[config.mk]
export PLATFORM = sky130hd
export DESIGN_NAME = uart_tx
export DESIGN_NICKNAME = d
export VERILOG_FILES = /design/src/rtl/uart_tx.sv
export SDC_FILE = /design/constraint.sdc
export NUM_CORES = 1
export LEC_CHECK = 0
export CAP_MARGIN = 0
export CORE_ASPECT_RATIO = 0.9
export CORE_MARGIN = 2
export CORE_UTILIZATION = 41
export CTS_CLUSTER_SIZE = 8
export DETAILED_ROUTE_END_ITERATION = 8
export PLACE_DENSITY = 0.7
export REMOVE_ABC_BUFFERS = 1
export SETUP_SLACK_MARGIN = 0.3
export SLEW_MARGIN = 10
export SYNTH_ARGS = -nofsm -noshare
export SYNTH_HDL_FRONTEND = slang
export SYNTH_SLANG_ARGS = --single-unit
[constraint.sdc]
create_clock -name i_Clock -period 7.55 [get_ports i_Clock]
set_input_delay 1.8875 -clock i_Clock [delete_from_list [all_inputs] [get_ports i_Clock]]
set_output_delay 1.8875 -clock i_Clock [all_outputs]
set_load 0.01 [all_outputs]
[src/rtl/uart_tx.sv]
// UART transmitter: start bit, 8 data bits LSB first, optional parity, 1 or 2 stop bits.
// A one-entry holding register lets the next byte queue up so frames can run back to back.
module uart_tx #(
    parameter int unsigned CLKS_PER_BIT = 25,
    parameter bit          PARITY_EN    = 1'b0,
    parameter bit          PARITY_ODD   = 1'b0,
    parameter int unsigned STOP_BITS    = 1
) (
    input  logic       i_Clock,
    input  logic       i_Rst,
    input  logic       i_TX_DV,
    input  logic [7:0] i_TX_Byte,
    output logic       o_TX_Ready,
    output logic       o_TX_Active,
    output logic       o_TX_Serial,
    output logic       o_TX_Done
);
    localparam int unsigned CntW = (CLKS_PER_BIT > 1) ? $clog2(CLKS_PER_BIT) : 1;
    localparam logic [CntW-1:0] CntLast = CntW'(CLKS_PER_BIT - 1);

    typedef enum logic [2:0] {
        StIdle,
        StTxStartBit,
        StTxDataBits,
        StTxParityBit,
        StTxStopBit
    } state_e;

    state_e          r_state, w_state_d;
    logic [CntW-1:0] r_clk_cnt, w_clk_cnt_d;
    logic [2:0]      r_bit_idx, w_bit_idx_d;
    logic            r_stop_idx, w_stop_idx_d;
    logic [7:0]      r_data, w_data_d;
    logic [7:0]      r_hold_byte, w_hold_byte_d;
    logic            r_hold_full, w_hold_full_d;
    logic            r_serial, w_serial_d;
    logic            r_done, w_done_d;
    logic            w_bit_end;

    assign w_bit_end   = (r_clk_cnt == CntLast);
    assign o_TX_Ready  = ~r_hold_full;
    assign o_TX_Active = (r_state != StIdle);
    assign o_TX_Serial = r_serial;
    assign o_TX_Done   = r_done;

    always_comb begin
        w_state_d     = r_state;
        w_clk_cnt_d   = r_clk_cnt;
        w_bit_idx_d   = r_bit_idx;
        w_stop_idx_d  = r_stop_idx;
        w_data_d      = r_data;
        w_hold_byte_d = r_hold_byte;
        w_hold_full_d = r_hold_full;
        w_done_d      = 1'b0;

        if (i_TX_DV && !r_hold_full) begin
            w_hold_full_d = 1'b1;
            w_hold_byte_d = i_TX_Byte;
        end

        case (r_state)
            StIdle: begin
                w_clk_cnt_d = '0;
                if (r_hold_full) begin
                    w_state_d     = StTxStartBit;
                    w_data_d      = r_hold_byte;
                    w_hold_full_d = 1'b0;
                end
            end
            StTxStartBit: begin
                w_clk_cnt_d = w_bit_end ? '0 : r_clk_cnt + CntW'(1);
                if (w_bit_end) begin
                    w_state_d   = StTxDataBits;
                    w_bit_idx_d = 3'd0;
                end
            end
            StTxDataBits: begin
                w_clk_cnt_d = w_bit_end ? '0 : r_clk_cnt + CntW'(1);
                if (w_bit_end) begin
                    if (r_bit_idx == 3'd7) begin
                        w_state_d    = PARITY_EN ? StTxParityBit : StTxStopBit;
                        w_stop_idx_d = 1'b0;
                    end else begin
                        w_bit_idx_d = r_bit_idx + 3'd1;
                    end
                end
            end
            StTxParityBit: begin
                w_clk_cnt_d = w_bit_end ? '0 : r_clk_cnt + CntW'(1);
                if (w_bit_end) begin
                    w_state_d    = StTxStopBit;
                    w_stop_idx_d = 1'b0;
                end
            end
            StTxStopBit: begin
                w_clk_cnt_d = w_bit_end ? '0 : r_clk_cnt + CntW'(1);
                if (w_bit_end) begin
                    if ((STOP_BITS == 2) && !r_stop_idx) begin
                        w_stop_idx_d = 1'b1;
                    end else begin
                        w_done_d = 1'b1;
                        // A held byte chains straight into the next start bit.
                        if (r_hold_full) begin
                            w_state_d     = StTxStartBit;
                            w_data_d      = r_hold_byte;
                            w_hold_full_d = 1'b0;
                        end else begin
                            w_state_d = StIdle;
                        end
                    end
                end
            end
            default: begin
                w_state_d   = StIdle;
                w_clk_cnt_d = '0;
            end
        endcase

        case (w_state_d)
            StTxStartBit:  w_serial_d = 1'b0;
            StTxDataBits:  w_serial_d = w_data_d[w_bit_idx_d];
            StTxParityBit: w_serial_d = (^w_data_d) ^ PARITY_ODD;
            default:       w_serial_d = 1'b1;
        endcase
    end

    always_ff @(posedge i_Clock) begin
        if (i_Rst) begin
            r_state     <= StIdle;
            r_clk_cnt   <= '0;
            r_bit_idx   <= 3'd0;
            r_stop_idx  <= 1'b0;
            r_data      <= 8'h00;
            r_hold_byte <= 8'h00;
            r_hold_full <= 1'b0;
            r_serial    <= 1'b1;
            r_done      <= 1'b0;
        end else begin
            r_state     <= w_state_d;
            r_clk_cnt   <= w_clk_cnt_d;
            r_bit_idx   <= w_bit_idx_d;
            r_stop_idx  <= w_stop_idx_d;
            r_data      <= w_data_d;
            r_hold_byte <= w_hold_byte_d;
            r_hold_full <= w_hold_full_d;
            r_serial    <= w_serial_d;
            r_done      <= w_done_d;
        end
    end

endmodule

==> metrics.cfg, run 1 <==
[critical_path]
required_ps = 5660
rrSetupSlack_ps = 4340
cp-startpoint = r_state[2]
r2r-end = o_TX_Serial
cp.arrival_ps = 1650
crit_end = o_TX_Active
cp-start-kind = flop
cp-end-kind = primary output
ff2ff_path_depth = 9
cp_max_fo = 13
r2r-start = r_clk_cnt[0]
timing_worst_setup_path_type = flop to primary output

[route]
drc_errors = 0
wire_per_inst_um = 13.2
vias = 1134
wl_mm = 2.79
viasPerCell = 5.37
antenna_left = 0
drtIter0Drc = 47
firstDrtPassIters = 4

[die]
placement_rows = 20
die_h_um = 60.8
initial_core_util_pct = 43.2
core_area_mm2 = 0.00340
boundaryPins = 15
die_w_um = 67.1
dieArea_mm2 = 0.00408

[sta]
layout_setup_ws_ps = 4010
fmax_mhz = 283
hold_viol_final = 0
fin_setup_tns_ps = 0
setup_viol = 0
fin_crit_sh_pct = 46.9
min_period_ps = 3540
slew_headroom_pct = 39.2
fin_skew_ps = 2.41
final-max-slew-violation-count = 0
rsz0062_at_grt = false
worst-slew-pin-transition_ps = 909

[global_route]
grt_max_degree = 26
grt_pass1_wl_mm = 4.82
grt_antenna_before_repair = 0
overflow = 0
grtUsageTotal_pct = 16.4
first_global_vias = 1088

[synthesis]
synth_edf_count = 0
async_reset_ff_share_pct = 0
synth_compound_area_share_pct = 12.2
syn_inst = 154
synth-xor-area-share_pct = 8.93
synth_fa_ha_area_share_pct = 2.55
syn_area_mm2 = 0.00147
synth-seq-cells = 30
ys_top_cells_by_count = 32 x nor2_1, 30 x dfxtp_1, 17 x mux2i_1, 12 x xnor2_1, 5 x inv_1
avgSynthCellArea_um2 = 9.55
yosysMostFrequentCell = nor2_1
synthMuxAreaShare_pct = 13.1
synth-simple-area-share_pct = 18.5
ys.flop_type = dfxtp_1
yosys.area.top_type = dfxtp_1
netlist_top_cells_area = dfxtp_1 41%, mux2i_1 12%, nor2_1 8.2%
yosys.area.top_type_share_pct = 40.8
ys_warn_count = 0
synth.distinct_cells = 40
synth_top_family_by_area = simple AND/OR/NAND/NOR gates
ys_seq_area_share_pct = 40.8

[pwr]
power_density_mw_per_mm2 = 195
vdd_ir_drop_max_mv = 0.100
p_leak_nw = 0.617

[clocking]
cts-hold-fix-buffers = 0
cts.sinks = 30
clk_pin_slew_ps = 60
cts_htree_levels = 2
cts_root_buffer = clkbuf_8
post_cts_resized = 0
post-cts-setup-buffer-count = 0
clock_latency_ps = 280
clockBufferDepth = 2
cts_tree = yes
cts_buffers = 5

[finish]
syn2layout_area_growth_pct = 15.9
nFillCells = 333
layout-drive-gt1-share_pct = 8.98
nets = 181
num_antenna_cells = 0

[status]
outcome = completed

[placement]
port_buffers = 14
hpwl_mm = 2.08
place_congestion = 0.768
place_ws_ps = 3970

[run]
drv_cap = 0

[hold_path]
hold_path_class = flop to flop

## cells in the final DEF, fill, tap and decap left out, drive strengths merged, types with 4 or more instances in the layout
cell	synthesis	final
xnor2	12	12
nor2	32	32
mux2i	17	17
o21ai	4	4
inv	5	5
dfxtp	30	30
nand3	4	4
clkbuf	4	5
clkdlybuf4s50	0	14
## stage by stage
stage | instance area (um2) | hold WS, ps | cells | total power [mW] | utilization, %
after floorplan | 1430 | 430 | 146 | 0.202 | -
after global placement | 1630 | 441 | 204 | 0.216 | 47.8
after detailed placement | 1630 | 458 | 204 | 0.218 | 47.8
after CTS | 1710 | 472 | 211 | 0.337 | 50.1
after global routing | 1710 | 487 | 211 | 0.349 | 50.1
final | 1710 | 470 | 211 | 0.333 | 50.1
## cell families (layout without fill, tap and decap cells)
kind of cell	Yosys count	in the layout
XOR/XNOR	15	15
flip-flops	30	30
AO/OA/AOI/OAI	21	21
buffers and inverters	13	26
AND/OR/NAND/NOR	53	53
adder cells (fa/ha/maj)	3	3
multiplexers	19	19
## routing by layer
| metal | share of wire (%) | track usage (%) | up-vias |
|---|---|---|---|
| met5 | 0 | 0 | - |
| met2 | 49 | 26.7 | 31 |
| met4 | 2.0 | 8.75 | 0 |
| met1 | 43 | 18.4 | 533 |
| li1 | - | - | 561 |
| met3 | 6.1 | 6.86 | 9 |
## area by class of cell
class	instances	area, um2	share of cell area, %
clock buffer	5	68.8	4.04
clock inverter	2	10.0	0.587
tap	44	55.1	3.23
sequential	30	601	35.2
inverter	5	18.8	1.10
timing repair buffer	14	140	8.22
multi-input combinational	111	812	47.6
## worst min path at each step
| stage | start | to | slack [ps] | cells after the start |
|---|---|---|---|---|
| CTS | r_clk_cnt[0] | r_clk_cnt[0] | 470 | 1 |
| floorplan | r_clk_cnt[0] | r_clk_cnt[0] | 430 | 1 |
| finish | r_clk_cnt[0] | r_clk_cnt[0] | 470 | 1 |
| global route | r_clk_cnt[0] | r_clk_cnt[0] | 490 | 1 |
| global placement | r_clk_cnt[0] | r_clk_cnt[0] | 440 | 1 |
| detailed placement | r_clk_cnt[0] | r_clk_cnt[0] | 460 | 1 |
## sequential cells by signal, indices dropped and copies added, names as in the netlist
register and cells:
o_TX_Done 1, o_TX_Serial 1, r_bit_idx 3, r_clk_cnt 5, r_data 8, r_hold_byte 8
r_hold_full 1, r_state 3
## power by group
part	internal [mW]	switching, mW	total, mW	leakage (nW)
combinational	0.0237	0.0200	0.0437	0.329
sequential	0.165	0.00623	0.171	0.244
clock	0.0616	0.0570	0.119	0.0438
total	0.250	0.0833	0.333	0.617
## critical path, stage by stage (launching register included)
cell and delay, ps:
dfxtp_1 450, or3_1 440, clkdlybuf4s50_1 480
Power figures use the tool's default switching activity.
==> inputs of run 2 (changes only) <==
clock period = 3.4 ns   (was 7.55 ns; I/O delays follow)
==> metrics.cfg, run 2 (synthesis results as in run 1) <==
[die]
core_area_mm2 = 0.00340
die_h_um = 60.8
boundaryPins = 15
initial_core_util_pct = 43.2
placement_rows = 20
die_w_um = 67.1
dieArea_mm2 = 0.00408

[global_route]
grt_antenna_before_repair = 0
grtUsageTotal_pct = 16.1
grt_pass1_wl_mm = 4.74
overflow = 0
first_global_vias = 1008
grt_max_degree = 26

[route]
antenna_left = 0
vias = 1131
viasPerCell = 5.29
drc_errors = 0
wire_per_inst_um = 13.2
wl_mm = 2.82
drtIter0Drc = 68
firstDrtPassIters = 4

[finish]
nets = 184
layout-drive-gt1-share_pct = 10.6
syn2layout_area_growth_pct = 19.7
final_common_cell = nor2_1
reg_top3 = r_data x8, r_hold_byte x8, r_clk_cnt x5
num_antenna_cells = 0
final_cell_mix = 32 x nor2_1, 30 x dfxtp_1, 17 x mux2i_1
nFillCells = 333

[critical_path]
r2r-start = r_clk_cnt[0]
cp_max_fo = 11
cp-startpoint = r_clk_cnt[0]
required_ps = 3540
cp.arrival_ps = 2820
timing_worst_setup_path_type = flop to flop
cp-start-kind = flop
cp-end-kind = flop

[status]
outcome = completed

[sta]
final-max-slew-violation-count = 0
fmax_mhz = 372
hold_viol_final = 0
min_period_ps = 2690
fin_crit_sh_pct = 79.0
setup_viol = 0
fin_setup_tns_ps = 0
slew_headroom_pct = 68.4
layout_setup_ws_ps = 714
worst-slew-pin-transition_ps = 474
rsz0062_at_grt = false
fin_skew_ps = 5.75

[clocking]
post_cts_resized = 0
cts_htree_levels = 2
cts.sinks = 30
cts_root_buffer = clkbuf_8
post-cts-setup-buffer-count = 0
clk_pin_slew_ps = 60
clock_latency_ps = 280
cts_tree = yes
cts_buffers = 5
clockBufferDepth = 2
cts-hold-fix-buffers = 0

[placement]
hpwl_mm = 2.10
place_congestion = 0.766
port_buffers = 14
place_ws_ps = 742

[run]
drv_cap = 0

[pwr]
power_density_mw_per_mm2 = 476
vdd_ir_drop_max_mv = 0.166
p_leak_nw = 0.645

[hold_path]
hp-start = r_clk_cnt[0]
hold_path_class = flop to flop

-- run 2: cell count changes in the layout (fill, tap and decap cells not counted) --
cell       change
clkbuf_8       +1
buf_4          +3
bufinv_16      +1
clkinv_2       -2
-- run 2: cell type report --
type	count	area, um2	area share (%)
Multi-Input combinational cell	111	812	46.1
Sequential cell	30	601	34.1
Timing Repair Buffer	17	163	9.23
Clock buffer	6	82.6	4.69
Tap cell	44	55.1	3.12
Clock inverter	1	30.0	1.70
Inverter	5	18.8	1.07
-- run 2: through the flow --
stage,hold slack [ps],cell area [um2],std cells,utilization (%),total power [mW]
2_1_floorplan,430,1430,146,-,0.449
3_3_place_gp,445,1650,207,48.5,0.485
3_5_place_dp,453,1650,207,48.5,0.488
4_1_cts,467,1760,214,51.8,0.851
5_1_grt,487,1760,214,51.8,0.875
6_report,460,1760,214,51.8,0.839
-- run 2: routing by layer --
layer	up-vias	part of all wire, %	global-route usage, %
li1	567	-	-
met1	527	47	21.3
met2	30	46	23.1
met3	7	4.6	5.57
met4	0	1.9	8.75
met5	-	0	0
-- run 2: final timing paths --
| kind | depth (start not counted) | slack [ps] | to |
|---|---|---|---|
| max | 10 | 710 | o_TX_Serial |
| min | 1 | 460 | r_clk_cnt[0] |
| max reg2reg | 10 | 710 | o_TX_Serial |
| min reg2reg | 1 | 460 | r_clk_cnt[0] |
-- run 2: worst max-delay path, cell delays in order (launching register included) --
cell and delay [ps]:
dfxtp_1 330, inv_1 70, ha_1 200, nand4b_4 200
a2111oi_4 380, buf_4 260, mux2i_1 320, mux2_2 220
nor3b_1 50, o41ai_1 350, o221ai_1 170
-- run 2: power by group --
group	internal (mW)	switching, mW	leakage, nW
logic	0.0555	0.0449	0.344
registers	0.365	0.0145	0.244
clock network	0.234	0.125	0.0573
